### config.mk
export PLATFORM = sky130hd
export DESIGN_NAME = jtag_ahb_master_flat
export DESIGN_NICKNAME = d
export VERILOG_FILES = /design/src/rtl/jtag_ahb_master_pkg.sv /design/src/rtl/jtag_ahb_master_if.sv /design/src/rtl/jtag_ahb_master.sv /design/src/flat_wrapper.sv
export SDC_FILE = /design/constraint.sdc
export NUM_CORES = 1
export LEC_CHECK = 0
export CORE_ASPECT_RATIO = 1.2
export CORE_MARGIN = 5
export CORE_UTILIZATION = 30
export DETAILED_ROUTE_END_ITERATION = 10
export GPL_TIMING_DRIVEN = 1
export SLEW_MARGIN = 20
export SYNTH_ARGS = -nofsm -noshare
export SYNTH_HDL_FRONTEND = slang
export SYNTH_SLANG_ARGS = --single-unit
export TNS_END_PERCENT = 10
### constraint.sdc
create_clock -name HCLK -period 2.5 [get_ports HCLK]
set_input_delay 0.5 -clock HCLK [delete_from_list [all_inputs] [get_ports HCLK]]
set_output_delay 0.5 -clock HCLK [all_outputs]
set_load 0.03 [all_outputs]
### src/rtl/jtag_ahb_master_pkg.sv
// Shared types for the JTAG-to-AHB single-transfer master.
package jtag_ahb_pkg;

    typedef enum logic [1:0] {
        HTRANS_IDLE   = 2'b00,
        HTRANS_NONSEQ = 2'b10
    } htrans_e;

    localparam logic [2:0] HSIZE_WORD = 3'b010;

    typedef enum logic [1:0] {
        ST_IDLE,
        ST_ADDR,
        ST_DATA,
        ST_RESP
    } state_e;

endpackage

### src/rtl/jtag_ahb_master_if.sv
// Command/response handshake plus AHB-Lite master signals, seen from the master (DUT) or the slave side.
interface jtag_ahb_master_if
    import jtag_ahb_pkg::*;
#(
    parameter int ADDR_W  = 32,
    parameter int DATA_W  = 32,
    parameter int STALL_W = 16
);
    logic               cmd_valid;
    logic               cmd_ready;
    logic               cmd_write;
    logic               cmd_autoinc;
    logic [ADDR_W-1:0]  cmd_addr;
    logic [DATA_W-1:0]  cmd_wdata;
    logic               rsp_valid;
    logic               rsp_ready;
    logic [DATA_W-1:0]  rsp_rdata;
    logic               rsp_err;
    logic [STALL_W-1:0] rsp_stall;
    logic               HREADY;
    logic               HRESP;
    logic [DATA_W-1:0]  HRDATA;
    logic [ADDR_W-1:0]  HADDR;
    htrans_e            HTRANS;
    logic               HWRITE;
    logic [2:0]         HSIZE;
    logic [DATA_W-1:0]  HWDATA;

    modport master (
        input  cmd_valid, cmd_write, cmd_autoinc, cmd_addr, cmd_wdata, rsp_ready,
               HREADY, HRESP, HRDATA,
        output cmd_ready, rsp_valid, rsp_rdata, rsp_err, rsp_stall,
               HADDR, HTRANS, HWRITE, HSIZE, HWDATA
    );

    modport slave (
        output cmd_valid, cmd_write, cmd_autoinc, cmd_addr, cmd_wdata, rsp_ready,
               HREADY, HRESP, HRDATA,
        input  cmd_ready, rsp_valid, rsp_rdata, rsp_err, rsp_stall,
               HADDR, HTRANS, HWRITE, HSIZE, HWDATA
    );

endinterface

### src/rtl/jtag_ahb_master.sv
// Runs one AHB-Lite NONSEQ transfer per accepted debug command and returns data, error and wait-state count.
module jtag_ahb_master
    import jtag_ahb_pkg::*;
#(
    parameter int ADDR_W    = 32,
    parameter int DATA_W    = 32,
    parameter int STALL_W   = 16,
    parameter int ADDR_STEP = 4
) (
    input logic               HCLK,
    input logic               HRESET,
    jtag_ahb_master_if.master bus
);

    state_e             state_q, state_d;
    logic               cmd_ready_q;
    logic [ADDR_W-1:0]  haddr_q, haddr_d;
    logic               hwrite_q, hwrite_d;
    logic [DATA_W-1:0]  hwdata_q, hwdata_d;
    logic               err_q, err_d;
    logic [STALL_W-1:0] stall_q, stall_d;
    logic [DATA_W-1:0]  rdata_q, rdata_d;
    logic               rsp_err_q, rsp_err_d;

    // haddr_q doubles as last_addr: it is only rewritten when a new command is accepted.
    always_comb begin
        state_d   = state_q;
        haddr_d   = haddr_q;
        hwrite_d  = hwrite_q;
        hwdata_d  = hwdata_q;
        err_d     = err_q;
        stall_d   = stall_q;
        rdata_d   = rdata_q;
        rsp_err_d = rsp_err_q;
        unique case (state_q)
            ST_IDLE: begin
                if (bus.cmd_valid && cmd_ready_q) begin
                    haddr_d  = bus.cmd_autoinc ? haddr_q + ADDR_W'(ADDR_STEP) : bus.cmd_addr;
                    hwrite_d = bus.cmd_write;
                    hwdata_d = bus.cmd_wdata;
                    state_d  = ST_ADDR;
                end
            end
            ST_ADDR: begin
                if (bus.HREADY) state_d = ST_DATA;
            end
            ST_DATA: begin
                if (!bus.HREADY) begin
                    if (stall_q != '1) stall_d = stall_q + 1'b1;
                    if (bus.HRESP) err_d = 1'b1;
                end else begin
                    rdata_d   = hwrite_q ? '0 : bus.HRDATA;
                    rsp_err_d = err_q | bus.HRESP;
                    state_d   = ST_RESP;
                end
            end
            ST_RESP: begin
                if (bus.rsp_ready) begin
                    state_d = ST_IDLE;
                    err_d   = 1'b0;
                    stall_d = '0;
                end
            end
            default: state_d = ST_IDLE;
        endcase
    end

    always_ff @(posedge HCLK) begin
        if (HRESET) begin
            state_q     <= ST_IDLE;
            cmd_ready_q <= 1'b0;
            haddr_q     <= '0;
            hwrite_q    <= 1'b0;
            hwdata_q    <= '0;
            err_q       <= 1'b0;
            stall_q     <= '0;
            rdata_q     <= '0;
            rsp_err_q   <= 1'b0;
        end else begin
            state_q     <= state_d;
            cmd_ready_q <= (state_d == ST_IDLE);
            haddr_q     <= haddr_d;
            hwrite_q    <= hwrite_d;
            hwdata_q    <= hwdata_d;
            err_q       <= err_d;
            stall_q     <= stall_d;
            rdata_q     <= rdata_d;
            rsp_err_q   <= rsp_err_d;
        end
    end

    assign bus.cmd_ready = cmd_ready_q;
    assign bus.rsp_valid = (state_q == ST_RESP);
    assign bus.rsp_rdata = rdata_q;
    assign bus.rsp_err   = rsp_err_q;
    assign bus.rsp_stall = stall_q;
    assign bus.HADDR     = haddr_q;
    assign bus.HTRANS    = (state_q == ST_ADDR) ? HTRANS_NONSEQ : HTRANS_IDLE;
    assign bus.HWRITE    = hwrite_q;
    assign bus.HSIZE     = HSIZE_WORD;
    assign bus.HWDATA    = hwdata_q;

endmodule

### src/flat_wrapper.sv
// flat-port wrapper written by rule: the top's interface ports become plain ports
module jtag_ahb_master_flat import jtag_ahb_pkg::*;
#(
    parameter int ADDR_W    = 32,
    parameter int DATA_W    = 32,
    parameter int STALL_W   = 16,
    parameter int ADDR_STEP = 4
)
  (HCLK, HRESET, bus_cmd_valid, bus_cmd_write, bus_cmd_autoinc, bus_cmd_addr, bus_cmd_wdata, bus_rsp_ready, bus_HREADY, bus_HRESP, bus_HRDATA, bus_cmd_ready, bus_rsp_valid, bus_rsp_rdata, bus_rsp_err, bus_rsp_stall, bus_HADDR, bus_HTRANS, bus_HWRITE, bus_HSIZE, bus_HWDATA);
  jtag_ahb_master_if #(.ADDR_W(ADDR_W), .DATA_W(DATA_W), .STALL_W(STALL_W)) bus_i ();
  input logic HCLK;
  input logic HRESET;
  input wire logic [$bits(bus_i.cmd_valid)-1:0] bus_cmd_valid;
  input wire logic [$bits(bus_i.cmd_write)-1:0] bus_cmd_write;
  input wire logic [$bits(bus_i.cmd_autoinc)-1:0] bus_cmd_autoinc;
  input wire logic [$bits(bus_i.cmd_addr)-1:0] bus_cmd_addr;
  input wire logic [$bits(bus_i.cmd_wdata)-1:0] bus_cmd_wdata;
  input wire logic [$bits(bus_i.rsp_ready)-1:0] bus_rsp_ready;
  input wire logic [$bits(bus_i.HREADY)-1:0] bus_HREADY;
  input wire logic [$bits(bus_i.HRESP)-1:0] bus_HRESP;
  input wire logic [$bits(bus_i.HRDATA)-1:0] bus_HRDATA;
  output wire logic [$bits(bus_i.cmd_ready)-1:0] bus_cmd_ready;
  output wire logic [$bits(bus_i.rsp_valid)-1:0] bus_rsp_valid;
  output wire logic [$bits(bus_i.rsp_rdata)-1:0] bus_rsp_rdata;
  output wire logic [$bits(bus_i.rsp_err)-1:0] bus_rsp_err;
  output wire logic [$bits(bus_i.rsp_stall)-1:0] bus_rsp_stall;
  output wire logic [$bits(bus_i.HADDR)-1:0] bus_HADDR;
  output wire logic [$bits(bus_i.HTRANS)-1:0] bus_HTRANS;
  output wire logic [$bits(bus_i.HWRITE)-1:0] bus_HWRITE;
  output wire logic [$bits(bus_i.HSIZE)-1:0] bus_HSIZE;
  output wire logic [$bits(bus_i.HWDATA)-1:0] bus_HWDATA;
  assign bus_i.cmd_valid = bus_cmd_valid;
  assign bus_i.cmd_write = bus_cmd_write;
  assign bus_i.cmd_autoinc = bus_cmd_autoinc;
  assign bus_i.cmd_addr = bus_cmd_addr;
  assign bus_i.cmd_wdata = bus_cmd_wdata;
  assign bus_i.rsp_ready = bus_rsp_ready;
  assign bus_i.HREADY = bus_HREADY;
  assign bus_i.HRESP = bus_HRESP;
  assign bus_i.HRDATA = bus_HRDATA;
  assign bus_cmd_ready = bus_i.cmd_ready;
  assign bus_rsp_valid = bus_i.rsp_valid;
  assign bus_rsp_rdata = bus_i.rsp_rdata;
  assign bus_rsp_err = bus_i.rsp_err;
  assign bus_rsp_stall = bus_i.rsp_stall;
  assign bus_HADDR = bus_i.HADDR;
  assign bus_HTRANS = bus_i.HTRANS;
  assign bus_HWRITE = bus_i.HWRITE;
  assign bus_HSIZE = bus_i.HSIZE;
  assign bus_HWDATA = bus_i.HWDATA;
  jtag_ahb_master #(.ADDR_W(ADDR_W), .DATA_W(DATA_W), .STALL_W(STALL_W), .ADDR_STEP(ADDR_STEP)) u_core (.HCLK(HCLK), .HRESET(HRESET), .bus(bus_i));
endmodule
==> flow_metrics.py <==
metrics = {
    "global_route": {
        "use_met1_pct": 22.0,
        "antenna_found_initial": 1,
        "grt_max_degree": 67,
        "grt_pass1_vias": 5689,
        "met2_usage_pct": 31.3,
        "busiest_layer": "met2",
        "grt_overflow": 0,
        "grt_pass1_wl_mm": 31.8,
        "grt_usage_pct": 18.2,
        "met3_usage_pct": 5.11,
    },
    "setup_path": {
        "rr_worst_depth": 4,
        "cp_slowest_cell": "clkdlybuf4s50_1",
        "critPathBufInv": 1,
        "worstPathArrival_ns": 1.81,
        "crit_family": "buffers and inverters",
        "start_kind": "flip-flop",
        "cp_max_fo": 15,
        "path_depth": 2,
        "critical_path.max_stage_delay_ns": 0.67,
        "worst-setup-path-type": "flip-flop to output pin",
        "cp_cell_sequence": "and2_1 > clkdlybuf4s50_1",
        "crit_required_ns": 2.00,
        "cp-end-kind": "output pin",
    },
    "routing": {
        "drtAntennaViolNets": 0,
        "via_count": 6093,
        "drtIter0Drc": 537,
        "drc": 0,
        "firstDrtPassIters": 5,
        "wl_per_cell_um": 17.3,
        "wl_mm": 20.5,
        "routed_via_density": 5.15,
    },
    "power": {
        "cellLeakagePower_nw": 3.01,
        "switching_share_pct": 27.3,
        "total_power_mw": 5.23,
        "p_seq_share_pct": 38.6,
        "max-vdd-ir-drop_mv": 0.462,
        "p_int_mw": 3.80,
        "comb_power_share_pct": 14.3,
        "power_density_nw_per_um2": 598,
        "switchingPower_mw": 1.43,
        "clockPowerShare_pct": 47.1,
    },
    "clocking": {
        "clk_pin_slew_ns": 0.06,
        "root_buffer": "clkbuf_16",
        "ctsHoldBuffers": 0,
        "cts_buffer_depth": 2,
        "clk_latency_ns": 0.41,
        "postCtsSetupBuffers": 0,
        "cts_tree": "done",
        "numCtsBuffers": 17,
        "htreeDepth": 4,
        "ctsResizeCount": 1,
        "clkSinkCount": 118,
    },
    "finish": {
        "post-route-util_pct": 46.6,
        "fillers": 1880,
        "antenna_cells": 0,
        "syn_to_final_growth_pct": 53.1,
        "fin_area_um2": 8750,
        "finalNonFillerCells": 1184,
        "drive_above_1_share_pct": 8.51,
        "num-nets-final": 1021,
    },
    "yosys": {
        "synth_most_common_cell": "dfxtp_1",
        "synth-main-ff-cell": "dfxtp_1",
        "synthArstFlopShare_pct": 0,
        "synth.top_cell.area_share_pct": 41.3,
        "syn-instance-count": 714,
        "synth-seq-cells": 118,
        "synth_edf_count": 0,
        "synth_cell_types": 69,
        "seq_area_frac_synth_pct": 41.3,
        "synth_top_cell_by_area": "dfxtp_1",
        "yosysWarningCount": 0,
        "synth_area_leaders": "dfxtp_1, a21oi_1, nand2_1",
        "synth_area_um2": 5710,
        "yosys-top-cells-count": "dfxtp_1, nand2_1, a21oi_1",
        "syn_avg_cell_area_um2": 8.00,
    },
    "place": {
        "dpl.hpwl_mm": 14.6,
        "dp_cells": 1152,
        "post-place-ws_ns": 0.142,
        "gp_congestion": 0.857,
        "portBuffers": 220,
        "place_area_um2": 8150,
    },
    "die": {
        "die_area_um2": 21900,
        "dieHeight_um": 161,
        "die_w_um": 136,
        "start_util_pct": 30.4,
        "core_area_um2": 18800,
        "io_pins": 225,
        "placementRows": 55,
    },
    "timing": {
        "finalSetupTns_ns": 0,
        "finalCriticalPeriod_ns": 2.31,
        "slew_viol_final": 0,
        "max_freq_mhz": 433,
        "setup_ws_ns": 0.188,
        "fin_skew_ns": 0.00760,
        "holdWs_ns": 0.451,
        "rsz0062_at_grt": "false",
        "worstMarginPinSlew_ns": 0.641,
        "finalHoldViolCount": 0,
        "relSlewSlack_pct": 57.0,
        "timing.final.crit_share_pct": 92.5,
        "setup_viol": 0,
    },
    "status": {
        "status": "complete, no violations",
    },
    "job": {
        "cap_violations": 0,
    },
    "hold_path": {
        "hold_path.class": "flip-flop to flip-flop",
        "hold_depth": 2,
    },
}
## power groups by stage
stage | logic [mW] | clock network [mW] | registers, mW
6_report | 0.750 | 2.46 | 2.02
4_1_cts | 0.756 | 2.52 | 2.02
3_5_place_dp | 0.752 | 0 | 2.06
5_1_grt | 0.801 | 2.59 | 2.03
2_1_floorplan | 0.269 | 0 | 2.16
3_3_place_gp | 0.753 | 0 | 2.06
## registers in the layout, summed over array words and instances (netlist names)
register	cells
u_core.bus.HWRITE	1
u_core.bus.rsp_stall	16
u_core.bus.cmd_ready	1
u_core.bus.rsp_rdata	32
u_core.err_q	1
u_core.bus.HWDATA	32
u_core.bus.HADDR	32
u_core.state_q	2
u_core.bus.rsp_err	1
## tightest hold or removal path, cell delays in order (launching register included)
cell,delay (ns)
dfxtp_1,0.30
nand2_1,0.05
a21oi_1,0.05
## layout make-up
cell class,count,area [um2],share of cell area (%)
multi-input combinational,534,3090,35.3
timing repair buffer,239,2370,27.1
sequential,118,2360,27.0
clock buffer,18,439,5.02
tap,256,320,3.66
clock inverter,14,151,1.73
inverter,5,18.8,0.215
## final timing paths
kind	startpoint	endpoint	slack, ns
setup / recovery	u_core.state_q[1]$_SDFF_PP0_	bus_rsp_valid	0.19
hold / removal	u_core.bus.HWDATA[2]$_SDFFE_PP0P_	u_core.bus.HWDATA[2]$_SDFFE_PP0P_	0.45
setup reg to reg	u_core.bus.HADDR[5]$_SDFFE_PP0P_	u_core.bus.HADDR[25]$_SDFFE_PP0P_	0.56
hold reg to reg	u_core.bus.HWDATA[2]$_SDFFE_PP0P_	u_core.bus.HWDATA[2]$_SDFFE_PP0P_	0.45
## layer usage
layer	up-vias	routed length, um
met2	218	10300
met3	26	1500
met4	2	313
met1	2844	8380
li1	3003	-
met5	-	7
## cell families (layout without fill, tap and decap cells)
group                      count (synthesis)  in the layout  share of synthesized area (%)
AOI/OAI and AO/OA                        183            183                           20.1
adders and majority gates                  2              2                          0.438
buffers and inverters                     64            276                           4.77
DFF                                      118            118                           41.3
muxes                                     11             11                           1.95
other                                      2              4                          0.131
and+or+nand+nor                          334            334                           31.2
## layout by cell type (no fill, tap or decap), drive strengths merged, types with 7 or more instances in the layout
master	instances
a31oi	9
a21oi	96
nand3	21
nor4	14
nor2	59
inv	8
o311ai	8
or3	7
o21ai	15
o211ai	7
dfxtp	118
clkbuf	18
clkdlybuf4s50	219
and3	16
nor3	13
or2	8
buf	20
and2	7
nand2	109
mux2i	10
nor3b	32
nand4	17
Note: power is estimated with default switching activity, not from simulation.
